<file path="config.mk">
export PLATFORM = sky130hd
export DESIGN_NAME = pc_fetch_ctrl
export DESIGN_NICKNAME = d
export VERILOG_FILES = /design/src/rtl/pc_fetch_ctrl.sv
export SDC_FILE = /design/constraint.sdc
export NUM_CORES = 1
export LEC_CHECK = 0
export ABC_AREA = 0
export CAP_MARGIN = 15
export CORE_ASPECT_RATIO = 1.25
export CORE_MARGIN = 2
export CORE_UTILIZATION = 48
export DETAILED_ROUTE_END_ITERATION = 10
export DONT_BUFFER_PORTS = 1
export PLACE_DENSITY = 0.67
export SYNTH_ARGS = -nofsm -noshare
export SYNTH_HDL_FRONTEND = slang
export SYNTH_SLANG_ARGS = --single-unit
</file>
<file path="constraint.sdc">
create_clock -name clk -period 4.1 [get_ports clk]
set_clock_uncertainty 0.15 [all_clocks]
set_input_delay 0.82 -clock clk [delete_from_list [all_inputs] [get_ports clk]]
set_output_delay 0.82 -clock clk [all_outputs]
set_load 0.03 [all_outputs]
</file>
<file path="src/rtl/pc_fetch_ctrl.sv">
// PC register and non-pipelined instruction-fetch sequencer (IDLE/REQ/WAIT/HOLD).
// Optional macro PC_MISALIGN_TRAP_EN redirects misaligned PC loads to TRAP_PC.
module pc_fetch_ctrl #(
  parameter logic [31:0] RESET_PC = 32'h0000_0000,
  parameter logic [31:0] TRAP_PC  = 32'h0000_0080
) (
  input  logic        clk,
  input  logic        rst_n,
  input  logic [31:0] next_pc,
  input  logic        redirect,
  output logic [31:0] pc,
  output logic [31:0] pc_plus4,
  output logic        imem_req_valid,
  input  logic        imem_req_ready,
  output logic [31:0] imem_addr,
  input  logic        imem_rsp_valid,
  input  logic [31:0] imem_rsp_data,
`ifdef PC_MISALIGN_TRAP_EN
  output logic        misalign_trap,
  output logic [31:0] misalign_epc,
`endif
  output logic        if_valid,
  input  logic        if_ready,
  output logic [31:0] if_pc,
  output logic [31:0] if_instr
);

  localparam logic [1:0] IDLE = 2'd0;
  localparam logic [1:0] REQ  = 2'd1;
  localparam logic [1:0] WAIT = 2'd2;
  localparam logic [1:0] HOLD = 2'd3;

`ifdef PC_MISALIGN_TRAP_EN
  localparam bit TRAP_EN = 1'b1;
`else
  localparam bit TRAP_EN = 1'b0;
`endif

  logic [1:0]  state_reg, state_next;
  logic        drop_reg, drop_next;
  logic [31:0] pc_reg;
  logic        if_valid_reg, if_valid_next;
  logic [31:0] if_pc_reg, if_instr_reg;
  logic        pc_load, capture, misaligned;
  logic [31:0] pc_load_val;

  // Redirect wins over everything, except in IDLE where it is ignored.
  assign pc_load    = (state_reg != IDLE) &&
                      (redirect || (state_reg == HOLD && if_valid_reg && if_ready));
  assign misaligned = TRAP_EN && (next_pc[1:0] != 2'b00);
  assign pc_load_val = misaligned ? TRAP_PC : {next_pc[31:2], 2'b00};
  assign capture    = (state_reg == WAIT) && imem_rsp_valid && !drop_reg && !redirect;

  always_comb begin
    state_next    = state_reg;
    drop_next     = drop_reg;
    if_valid_next = if_valid_reg;
    case (state_reg)
      IDLE: state_next = REQ;
      REQ: begin
        if (imem_req_ready) begin
          state_next = WAIT;
          drop_next  = redirect;
        end
      end
      WAIT: begin
        if (imem_rsp_valid) begin
          if (drop_reg || redirect) begin
            state_next = REQ;
            drop_next  = 1'b0;
          end else begin
            state_next    = HOLD;
            if_valid_next = 1'b1;
          end
        end else if (redirect) begin
          drop_next = 1'b1;
        end
      end
      HOLD: begin
        if (redirect || if_ready) begin
          state_next    = REQ;
          if_valid_next = 1'b0;
        end
      end
      default: state_next = IDLE;
    endcase
  end

  always_ff @(posedge clk or negedge rst_n) begin
    if (!rst_n) begin
      state_reg    <= IDLE;
      drop_reg     <= 1'b0;
      pc_reg       <= RESET_PC;
      if_valid_reg <= 1'b0;
      if_pc_reg    <= 32'h0;
      if_instr_reg <= 32'h0;
    end else begin
      state_reg    <= state_next;
      drop_reg     <= drop_next;
      if_valid_reg <= if_valid_next;
      if (pc_load) pc_reg <= pc_load_val;
      if (capture) begin
        if_pc_reg    <= pc_reg;
        if_instr_reg <= imem_rsp_data;
      end
    end
  end

`ifdef PC_MISALIGN_TRAP_EN
  logic        trap_reg;
  logic [31:0] epc_reg;

  always_ff @(posedge clk or negedge rst_n) begin
    if (!rst_n) begin
      trap_reg <= 1'b0;
      epc_reg  <= 32'h0;
    end else begin
      trap_reg <= pc_load && misaligned;
      if (pc_load && misaligned) epc_reg <= next_pc;
    end
  end

  assign misalign_trap = trap_reg;
  assign misalign_epc  = epc_reg;
`endif

  assign pc             = pc_reg;
  assign pc_plus4       = pc_reg + 32'd4;
  assign imem_req_valid = (state_reg == REQ);
  assign imem_addr      = pc_reg;
  assign if_valid       = if_valid_reg;
  assign if_pc          = if_pc_reg;
  assign if_instr       = if_instr_reg;

endmodule

</file>
==> results of run 1 <==
==> metal layers <==
layer / vias to the layer above / GRT usage
met4: 0 / 0.0859
met3: 15 / 0.0672
li1: 1205 / -
met5: - / 0
met2: 148 / 0.336
met1: 1301 / 0.216
==> report_power, final <==
part	internal (mW)	leakage, nW	switching (mW)	total (mW)
Clock	0.478	0.143	0.372	0.850
Combinational	0.686	0.921	1.25	1.93
Sequential	1.35	1.21	1.07	2.41
Total	2.51	2.28	2.69	5.20
==> worst max-delay path, delay by kind of cell, from the launching register on <==
family,cells,cell delay [ns]
buf+inv,1,0.17
simple gates,3,0.98
fa+ha+maj,1,0.31
xor+xnor,1,0.14
flops,1,0.78
==> synth_stat cells <==
cell,number
mux2_2,89
and3_1,2
nor3_2,1
and3_2,1
dfrtp_1,96
or4b_1,1
conb_1,1
and2_1,1
nand4_1,12
clkbuf_1,1
nor2_1,6
nor4_4,1
a22o_1,2
a22oi_1,1
nor2_2,3
nand2b_1,1
o41ai_1,1
xnor2_1,21
nand3_1,13
nand2_1,20
nand4_4,1
buf_4,38
nor4_1,1
nor2_4,1
xor2_1,7
nor3_1,3
a31oi_1,1
o21ai_0,5
ha_1,5
buf_2,9
inv_1,8
a32o_1,1
==> stage by stage <==
| step | hold WS, ns | power, mW | setup slack (ns) | cells | utilization |
|---|---|---|---|---|---|
| floorplan | 0.366 | 4.01 | 1.12 | 361 | - |
| global placement | 0.376 | 4.34 | 0.697 | 479 | 0.514 |
| detailed placement | 0.377 | 4.40 | 0.702 | 479 | 0.514 |
| CTS | 0.00520 | 5.25 | 0.325 | 495 | 0.547 |
| global route | 0.00246 | 5.43 | 0.227 | 495 | 0.547 |
| finish | 0.0157 | 5.20 | 0.403 | 495 | 0.547 |
==> final cells by class <==
| cell class | count | area [µm²] |
|---|---|---|
| Multi-Input combinational cell | 209 | 1810 |
| Fill cell | 795 | 4150 |
| Tap cell | 123 | 154 |
| Inverter | 8 | 30.0 |
| Timing Repair Buffer | 43 | 323 |
| Sequential cell | 96 | 2400 |
| Clock buffer | 9 | 225 |
| Clock inverter | 7 | 76.3 |
==> path summary, 6_finish.rpt <==
| check | start | to | slack (ns) |
|---|---|---|---|
| max in group asynchronous | rst_n | if_pc[2] | 3.57 |
| worst min register to register | state_reg[1] | state_reg[1] | 0.42 |
| worst max-delay path | imem_addr[3] | pc_plus4[12] | 0.40 |
| worst min-delay path | rst_n | if_pc[6] | 0.02 |
| worst max register to register | state_reg[0] | imem_addr[12] | 1.88 |
| min in group clk | state_reg[1] | state_reg[1] | 0.42 |
==> logic make-up after synthesis <==
group / synth area share
AND/OR/NAND/NOR: 0.0846
other: 0.000826
flip-flops: 0.529
XOR/XNOR: 0.0540
multiplexers: 0.221
adder cells (fa/ha/maj): 0.0138
AO/OA/AOI/OAI: 0.0165
buffers and inverters: 0.0802
==> flow_metrics.tcl, run 1 <==
set metrics [dict create \
    port_buffers 0 \
    cts_resized 0 \
    nets 442 \
    yosysUniqueCellTypes 32 \
    cts_max_level 3 \
    route.vias.total 2669 \
    vias_per_cell 5.39 \
    top_layer "met4" \
    grt_pass1_wl_mm 15.4 \
    cts.sinks 96 \
    cts-root-buf "clkbuf_16" \
    crit_path_max_incr_delay_ns 0.78 \
    powerDensity_mw_per_mm2 1030 \
    drtAntennaViolNets 0 \
    final_cell_mix "96 x dfrtp_1, 89 x mux2_2, 43 x buf_4" \
    dieHeight_um 113 \
    finalHoldViolCount 0 \
    finalCriticalPeriod_ns 3.70 \
    gr-total-overflow 0 \
    critPathArrivalTime_ns 2.73 \
    leakagePower_nw 2.28 \
    die_area_mm2 0.0103 \
    worst_pin_slew_ns 0.939 \
    ys_seq_area_frac 0.529 \
    path_clk_slew_ns 0.07 \
    core_mm2 0.00917 \
    drt_wl_total_mm 9.98 \
    setup_tns_ns 0 \
    cp.required_ns 3.13 \
    syn-cell-area_mm2 0.00454 \
    antenna_cells 0 \
    cts_setup_buffers 0 \
    area.growth.synth_to_final_pct 10.6 \
    mostFrequentLayoutCell "dfrtp_1" \
    critPathCaptureType "output pin" \
    drtIter0Drc 83 \
    synthCells 354 \
    clk-insertion-delay-late_ns 0.34 \
    startpoint_type "flop" \
    syn_avg_cell_area_um2 12.8 \
    synth_top_area_share 0.529 \
    fmax_mhz 271 \
    slew-limit-headroom 0.372 \
    cts_buffer_depth 2 \
    grt_max_degree 97 \
    antenna_found_initial 0 \
    fin_area_mm2 0.00502 \
    cp_max_fo 10 \
    hold_buffers 0 \
    tritoncts "built" \
    crit_chain "ha_1, nand3_1, nor2_2, and3_2, xor2_1, buf_4" \
    hold_path_class "input pin to async pin" \
    yosysTopAreaCell "dfrtp_1" \
    wl_met2_mm 5.07 \
    setup_viol 0 \
    maxSlewViolCount 0 \
    largest_reg_flops 32 \
    ys_warn_count 0 \
    grt_pass1_vias 2903 \
    route.detailed.drc 0 \
    path_class "flop to output pin" \
    final_layout_size_suffix_gt1_frac 0.419 \
    grt_use_total 0.194 \
    critical-path-slowest-cell "dfrtp_1" \
    ys_ff_latch 96 \
    gp_congestion 0.705 \
    rsz0062_at_grt "false" \
    dp_hpwl_mm 7.30 \
    firstDrtPassIters 3 \
    fp.dieW_um 91.0 \
    wire_per_inst_um 20.2 \
    io_pins 232 \
    cts_inserted_buffers 9 \
    maxCapViolCount 0 \
    finalCritPeriodShare 0.902 \
    drt-met1-wl_mm 3.72 \
    reg2regPathDepth 4 \
    num_rows 39 \
    outcome "finished clean" \
    synth.top_cells.by_area "dfrtp_1 53%, mux2_2 22%, buf_4 6.3%" \
    place_area_mm2 0.00472 \
    met3_length_um 999 \
    ir_worst_vdd_mv 0.432 \
    initial_utilization 0.495 \
]
(Power assumes the default switching activity.)
==> run 2: changes to the inputs <==
--- a/config.mk
+++ b/config.mk
@@ -5,7 +5,7 @@
 export SDC_FILE = /design/constraint.sdc
 export NUM_CORES = 1
 export LEC_CHECK = 0
-export ABC_AREA = 0
+export ABC_AREA = 1
 export CAP_MARGIN = 15
 export CORE_ASPECT_RATIO = 1.25
 export CORE_MARGIN = 2
==> run 2 against run 1 <==
Critical path depth fell by 1. Global-route usage rose by 0.73 points. Via count rose by 37%. Flip-flop and latch count did not move. Final area rose by 1.0%. Setup slack improved by 0.28 ns. Die area rose by 7.5%. First-iteration DRC count rose by 110%.
==> flow_metrics.tcl, run 2 <==
set metrics [dict create \
    antenna_found_initial 0 \
    synthSimpleGateAreaFrac 0.261 \
    maxCapViolCount 0 \
    initial_utilization 0.489 \
    final_layout_size_suffix_gt1_frac 0.107 \
    critPathCaptureType "output pin" \
    finalCritPeriodShare 0.834 \
    synthArstFlopShare 1.00 \
    mostFrequentLayoutCell "nand2_1" \
    vias_per_cell 5.08 \
    port_buffers 0 \
    synth-xor-area-share 0.0268 \
    largest_reg_flops 32 \
    yosysUniqueCellTypes 24 \
    cts_setup_buffers 0 \
    cp.required_ns 3.13 \
    maxSlewViolCount 0 \
    synthAdderAreaFrac 0.0128 \
    fp.dieW_um 94.3 \
    area.growth.synth_to_final_pct 3.60 \
    outcome "finished clean" \
    route.detailed.drc 0 \
    io_pins 232 \
    gp_congestion 0.837 \
    yosysTopAreaCell "dfrtp_1" \
    clk-insertion-delay-late_ns 0.33 \
    drt_wl_total_mm 11.2 \
    num_rows 41 \
    dieHeight_um 117 \
    critPathArrivalTime_ns 2.45 \
    hold_path_class "input pin to async pin" \
    slew-limit-headroom 0.396 \
    cp_top_family "simple AND/OR/NAND/NOR gates" \
    grt_pass1_vias 3480 \
    synth_top_family_by_area "simple AND/OR/NAND/NOR gates" \
    ys_ff_latch 96 \
    setup_tns_ns 0 \
    tritoncts "built" \
    path_clk_slew_ns 0.07 \
    rsz0062_at_grt "false" \
    crit_top_cell "nand2_1" \
    synth_most_common_cell "nand2_1" \
    ys_warn_count 0 \
    finalHoldViolCount 0 \
    synthMuxAreaShare 0 \
    final_cell_mix "227 x nand2_1, 96 x dfrtp_1, 68 x nor2_1" \
    antenna_cells 0 \
    crit_buf_inv 0 \
    crit_path_max_incr_delay_ns 0.74 \
    synth_top_area_share 0.491 \
    finalCriticalPeriod_ns 3.42 \
    gr-total-overflow 0 \
    synth_common_cells "227 x nand2_1, 96 x dfrtp_1, 68 x nor2_1, 44 x inv_1, 38 x buf_4" \
    synthCells 606 \
    synth_ff_type "dfrtp_1" \
    grt_use_total 0.201 \
    nets 659 \
    firstDrtPassIters 4 \
    critical-path-slowest-cell "dfrtp_1" \
    route.vias.total 3646 \
    dp_hpwl_mm 8.30 \
    die_area_mm2 0.0110 \
    core_mm2 0.0100 \
    path_class "flop to output pin" \
    setup_viol 0 \
    syn-cell-area_mm2 0.00489 \
    syn_avg_cell_area_um2 8.08 \
    synth.top_cells.by_area "dfrtp_1 49%, nand2_1 17%, buf_4 5.8%" \
    synth_compound_gate_area_share 0.0841 \
    drtIter0Drc 171 \
    cts_buffer_depth 2 \
    crit_chain "nand2_1, nor2_1, nand2_1, nor2_2, xor2_1" \
    cts_max_level 3 \
    grt_pass1_wl_mm 17.2 \
    synth_edf_count 0 \
    fmax_mhz 293 \
    cts_inserted_buffers 9 \
    drtAntennaViolNets 0 \
    startpoint_type "flop" \
    cts-root-buf "clkbuf_16" \
    wire_per_inst_um 15.6 \
    cts.sinks 96 \
    worst_pin_slew_ns 0.904 \
    ys_seq_area_frac 0.491 \
    grt_max_degree 97 \
    cp_max_fo 5 \
]
-- run 2: cell types whose count changed after synthesis, moves of 4 or more --
cell / before / now
nand4_1: 12 / 0
o21ai_1: 0 / 8
nor2_1: 6 / 68
inv_1: 8 / 44
buf_6: 0 / 9
xnor2_1: 21 / 0
o21ai_2: 0 / 22
nand2_1: 20 / 227
a21oi_1: 0 / 31
mux2_2: 89 / 0
xor2_1: 7 / 15
o21ai_0: 5 / 1
-- run 2: timing repair --
| item | in CTS | in global routing |
|---|---|---|
| resized for setup | 0 | 0 |
| hold endpoints to repair | 0 | 6 |
| hold buffers | 0 | 1 |
-- run 2: logic make-up (layout without fill, tap and decap cells) --
family | Yosys count | in the layout
XOR/XNOR | 15 | 15
adder cells (fa/ha/maj) | 5 | 5
AND/OR/NAND/NOR | 322 | 322
buffers and inverters | 103 | 79
flip-flops | 96 | 96
other | 1 | 8
AO/OA/AOI/OAI | 64 | 64
-- run 2: worst paths after layout --
path	start	depth (start not counted)	slack, ns	end
hold / removal	rst_n	0	0.02	if_pc[12]
min in group clk	drop_reg	2	0.33	drop_reg
max in group asynchronous	rst_n	1	2.96	if_pc[9]
setup reg to reg	state_reg[0]	8	1.72	if_pc[18]
hold reg to reg	drop_reg	2	0.33	drop_reg
setup / recovery	imem_addr[6]	5	0.68	pc_plus4[18]
-- run 2: area by class of cell --
type	count	area, µm²
Clock buffer	11	243
Clock inverter	5	40.0
Fill cell	977	4930
Inverter	46	174
Multi-Input combinational cell	414	1920
Sequential cell	96	2400
Tap cell	129	161
Timing Repair Buffer	17	130
-- run 2: metal layers --
metal  vias to the layer above  GRT usage  wire (µm)
li1                       1769          -          -
met1                      1687      0.222       4210
met2                       176      0.335       5510
met3                        14      0.106       1270
met4                         0     0.0686        197
met5                         -          0          0
-- run 2: per-stage QoR --
stage | util | instance area [µm²] | setup slack [ns] | hold WS [ns] | std cells
finish | 0.507 | 5070 | 0.681 | 0.0235 | 718
global route | 0.507 | 5070 | 0.542 | 0.0000555 | 718
CTS | 0.506 | 5060 | 0.680 | 0.00764 | 717
detailed placement | 0.478 | 4780 | 1.06 | 0.313 | 701
global placement | 0.478 | 4780 | 1.08 | 0.310 | 701
floorplan | - | 4920 | 1.30 | 0.292 | 613
Power of run 2 is left out: the tool's default activity adds up to more than one toggle a clock period on the data nets, which glitch-free logic cannot reach.
==> run 3: changes to the inputs <==
==> constraint.sdc (replaced) <==
create_clock -name clk -period 3.45 [get_ports clk]
set_clock_uncertainty 0.15 [all_clocks]
set_input_delay 0.69 -clock clk [delete_from_list [all_inputs] [get_ports clk]]
set_output_delay 0.69 -clock clk [all_outputs]
set_load 0.03 [all_outputs]
==> run 3 against run 2 <==
Routed wire length is 3.7% higher. Global-route usage is 1.1 points higher. Critical path depth is 3 higher. Setup slack worse by 0.29 ns. Final cell count rose by 3.8%. Core utilization grew 2.8 points. Die area unchanged. Worst hold slack better by 0.081 ns. Non-clock buffer count is 27 higher. First-iteration DRC count down 29%. Flip-flop and latch count did not move.
==> flow_metrics.tcl, run 3 (synthesis results as in run 2) <==
set metrics [dict create \
    outcome "finished clean" \
    crit_path_max_incr_delay_ns 0.32 \
    vias_per_cell 5.00 \
    die_area_mm2 0.0110 \
    critical-path-slowest-cell "dfrtp_1" \
    finalHoldViolCount 0 \
    crit_buf_inv 2 \
    num_rows 41 \
    initial_utilization 0.489 \
    seqCellArea_mm2 0.00240 \
    drtIter0Drc 121 \
    firstDrtPassIters 4 \
    multiInputGateArea_mm2 0.00192 \
    area.growth.synth_to_final_pct 9.36 \
    route.detailed.drc 0 \
    final_layout_size_suffix_gt1_frac 0.148 \
    cts-root-buf "clkbuf_16" \
    grt_pass1_wl_mm 18.0 \
    antenna_found_initial 0 \
    critPathCaptureType "output pin" \
    gp_congestion 0.873 \
    startpoint_type "flop" \
    drt_wl_total_mm 11.6 \
    critPathArrivalTime_ns 2.22 \
    maxSlewViolCount 0 \
    grt_pass1_vias 3713 \
    largest_reg_flops 32 \
    holdWs_ns 0.104 \
    cp.required_ns 2.61 \
    cts_max_level 3 \
    crit_cells 8 \
    path_class "flop to output pin" \
    dieHeight_um 117 \
    critPathLaunch "imem_addr[3]" \
    cp_max_fo 5 \
    gr-total-overflow 0 \
    finalCriticalPeriod_ns 3.06 \
    path_clk_slew_ns 0.07 \
    fmax_mhz 327 \
    hold_path_class "input pin to async pin" \
    tritoncts "built" \
    cts.sinks 96 \
    port_buffers 0 \
    grt_max_degree 97 \
    crit_chain "buf_4, ha_1, nand2_1, nor2_1, nand2_1, nor2_2, xor2_1, buf_4" \
    drtAntennaViolNets 0 \
    setup_tns_ns 0 \
    rsz0062_at_grt "false" \
    cp_top_family "simple AND/OR/NAND/NOR gates" \
    worst_pin_slew_ns 0.647 \
    wire_per_inst_um 15.6 \
    cts_inserted_buffers 9 \
    reg2reg_slack_ns 1.23 \
    fillers 963 \
    core_mm2 0.0100 \
    fin_util 0.535 \
    nets 686 \
    dp_hpwl_mm 8.60 \
    endpoint "pc_plus4[18]" \
    setup_viol 0 \
    io_pins 232 \
    antenna_cells 0 \
    slew-limit-headroom 0.568 \
    clk-insertion-delay-late_ns 0.34 \
    final_cell_mix "227 x nand2_1, 96 x dfrtp_1, 68 x nor2_1" \
    cts_buffer_depth 2 \
    r2r-start "state_reg[0]" \
    reg2regPathDepth 9 \
    grt_use_total 0.212 \
    finalCritPeriodShare 0.886 \
    mostFrequentLayoutCell "nand2_1" \
    maxCapViolCount 0 \
    r2r-end "if_pc[19]" \
    route.vias.total 3722 \
    fp.dieW_um 94.3 \
]
-- run 3: repair_timing --
item | 4_1_cts | 5_1_grt
hold buffers | 1 | 0
endpoints found under the hold margin | 96 | 0
setup buffers | 0 | 0
resized for setup | 0 | 0
-- run 3: layout make-up --
class	count	area share
repair buffers	44	0.0655
well taps	129	0.0302
clock buffers	10	0.0428
multi-input cells	414	0.359
clock inverters	6	0.0215
flip-flops and latches	96	0.449
inverters	46	0.0325
-- run 3: worst register-to-register path, stage by stage (launching register included) --
cell      delay, ns
dfrtp_1        0.42
inv_1          0.10
ha_1           0.24
nand2_1        0.15
nor2_4         0.10
buf_4          0.31
clkinv_2       0.10
buf_4          0.31
nand2_1        0.16
o21ai_2        0.06
-- run 3: routing by layer --
layer  up-vias  part of all wire  global-route usage
met4         0             0.022              0.0908
met2       173              0.50               0.362
li1       1831                 -                   -
met3        20              0.10              0.0877
met5         -                 0                   0
met1      1698              0.38               0.233
-- run 3: stage by stage --
| step | cells | instance area, µm² | worst slack, ns |
|---|---|---|---|
| after floorplan | 613 | 4920 | 0.784 |
| after global placement | 728 | 4980 | 0.767 |
| after detailed placement | 728 | 4980 | 0.756 |
| after CTS | 745 | 5350 | 0.375 |
| after global routing | 745 | 5350 | 0.173 |
| final | 745 | 5350 | 0.393 |
-- run 3: worst min path at each step --
stage,slack (ns),from,to,cells after the start
2_1_floorplan,0.24,rst_n,drop_reg,0
3_5_place_dp,0.25,rst_n,imem_addr[12],0
4_1_cts,0.14,rst_n,imem_addr[9],1
6_report,0.10,rst_n,imem_addr[12],1
5_1_grt,0.13,rst_n,imem_addr[12],1
3_3_place_gp,0.25,rst_n,imem_addr[12],0
Power of run 3 is left out for the same reason.
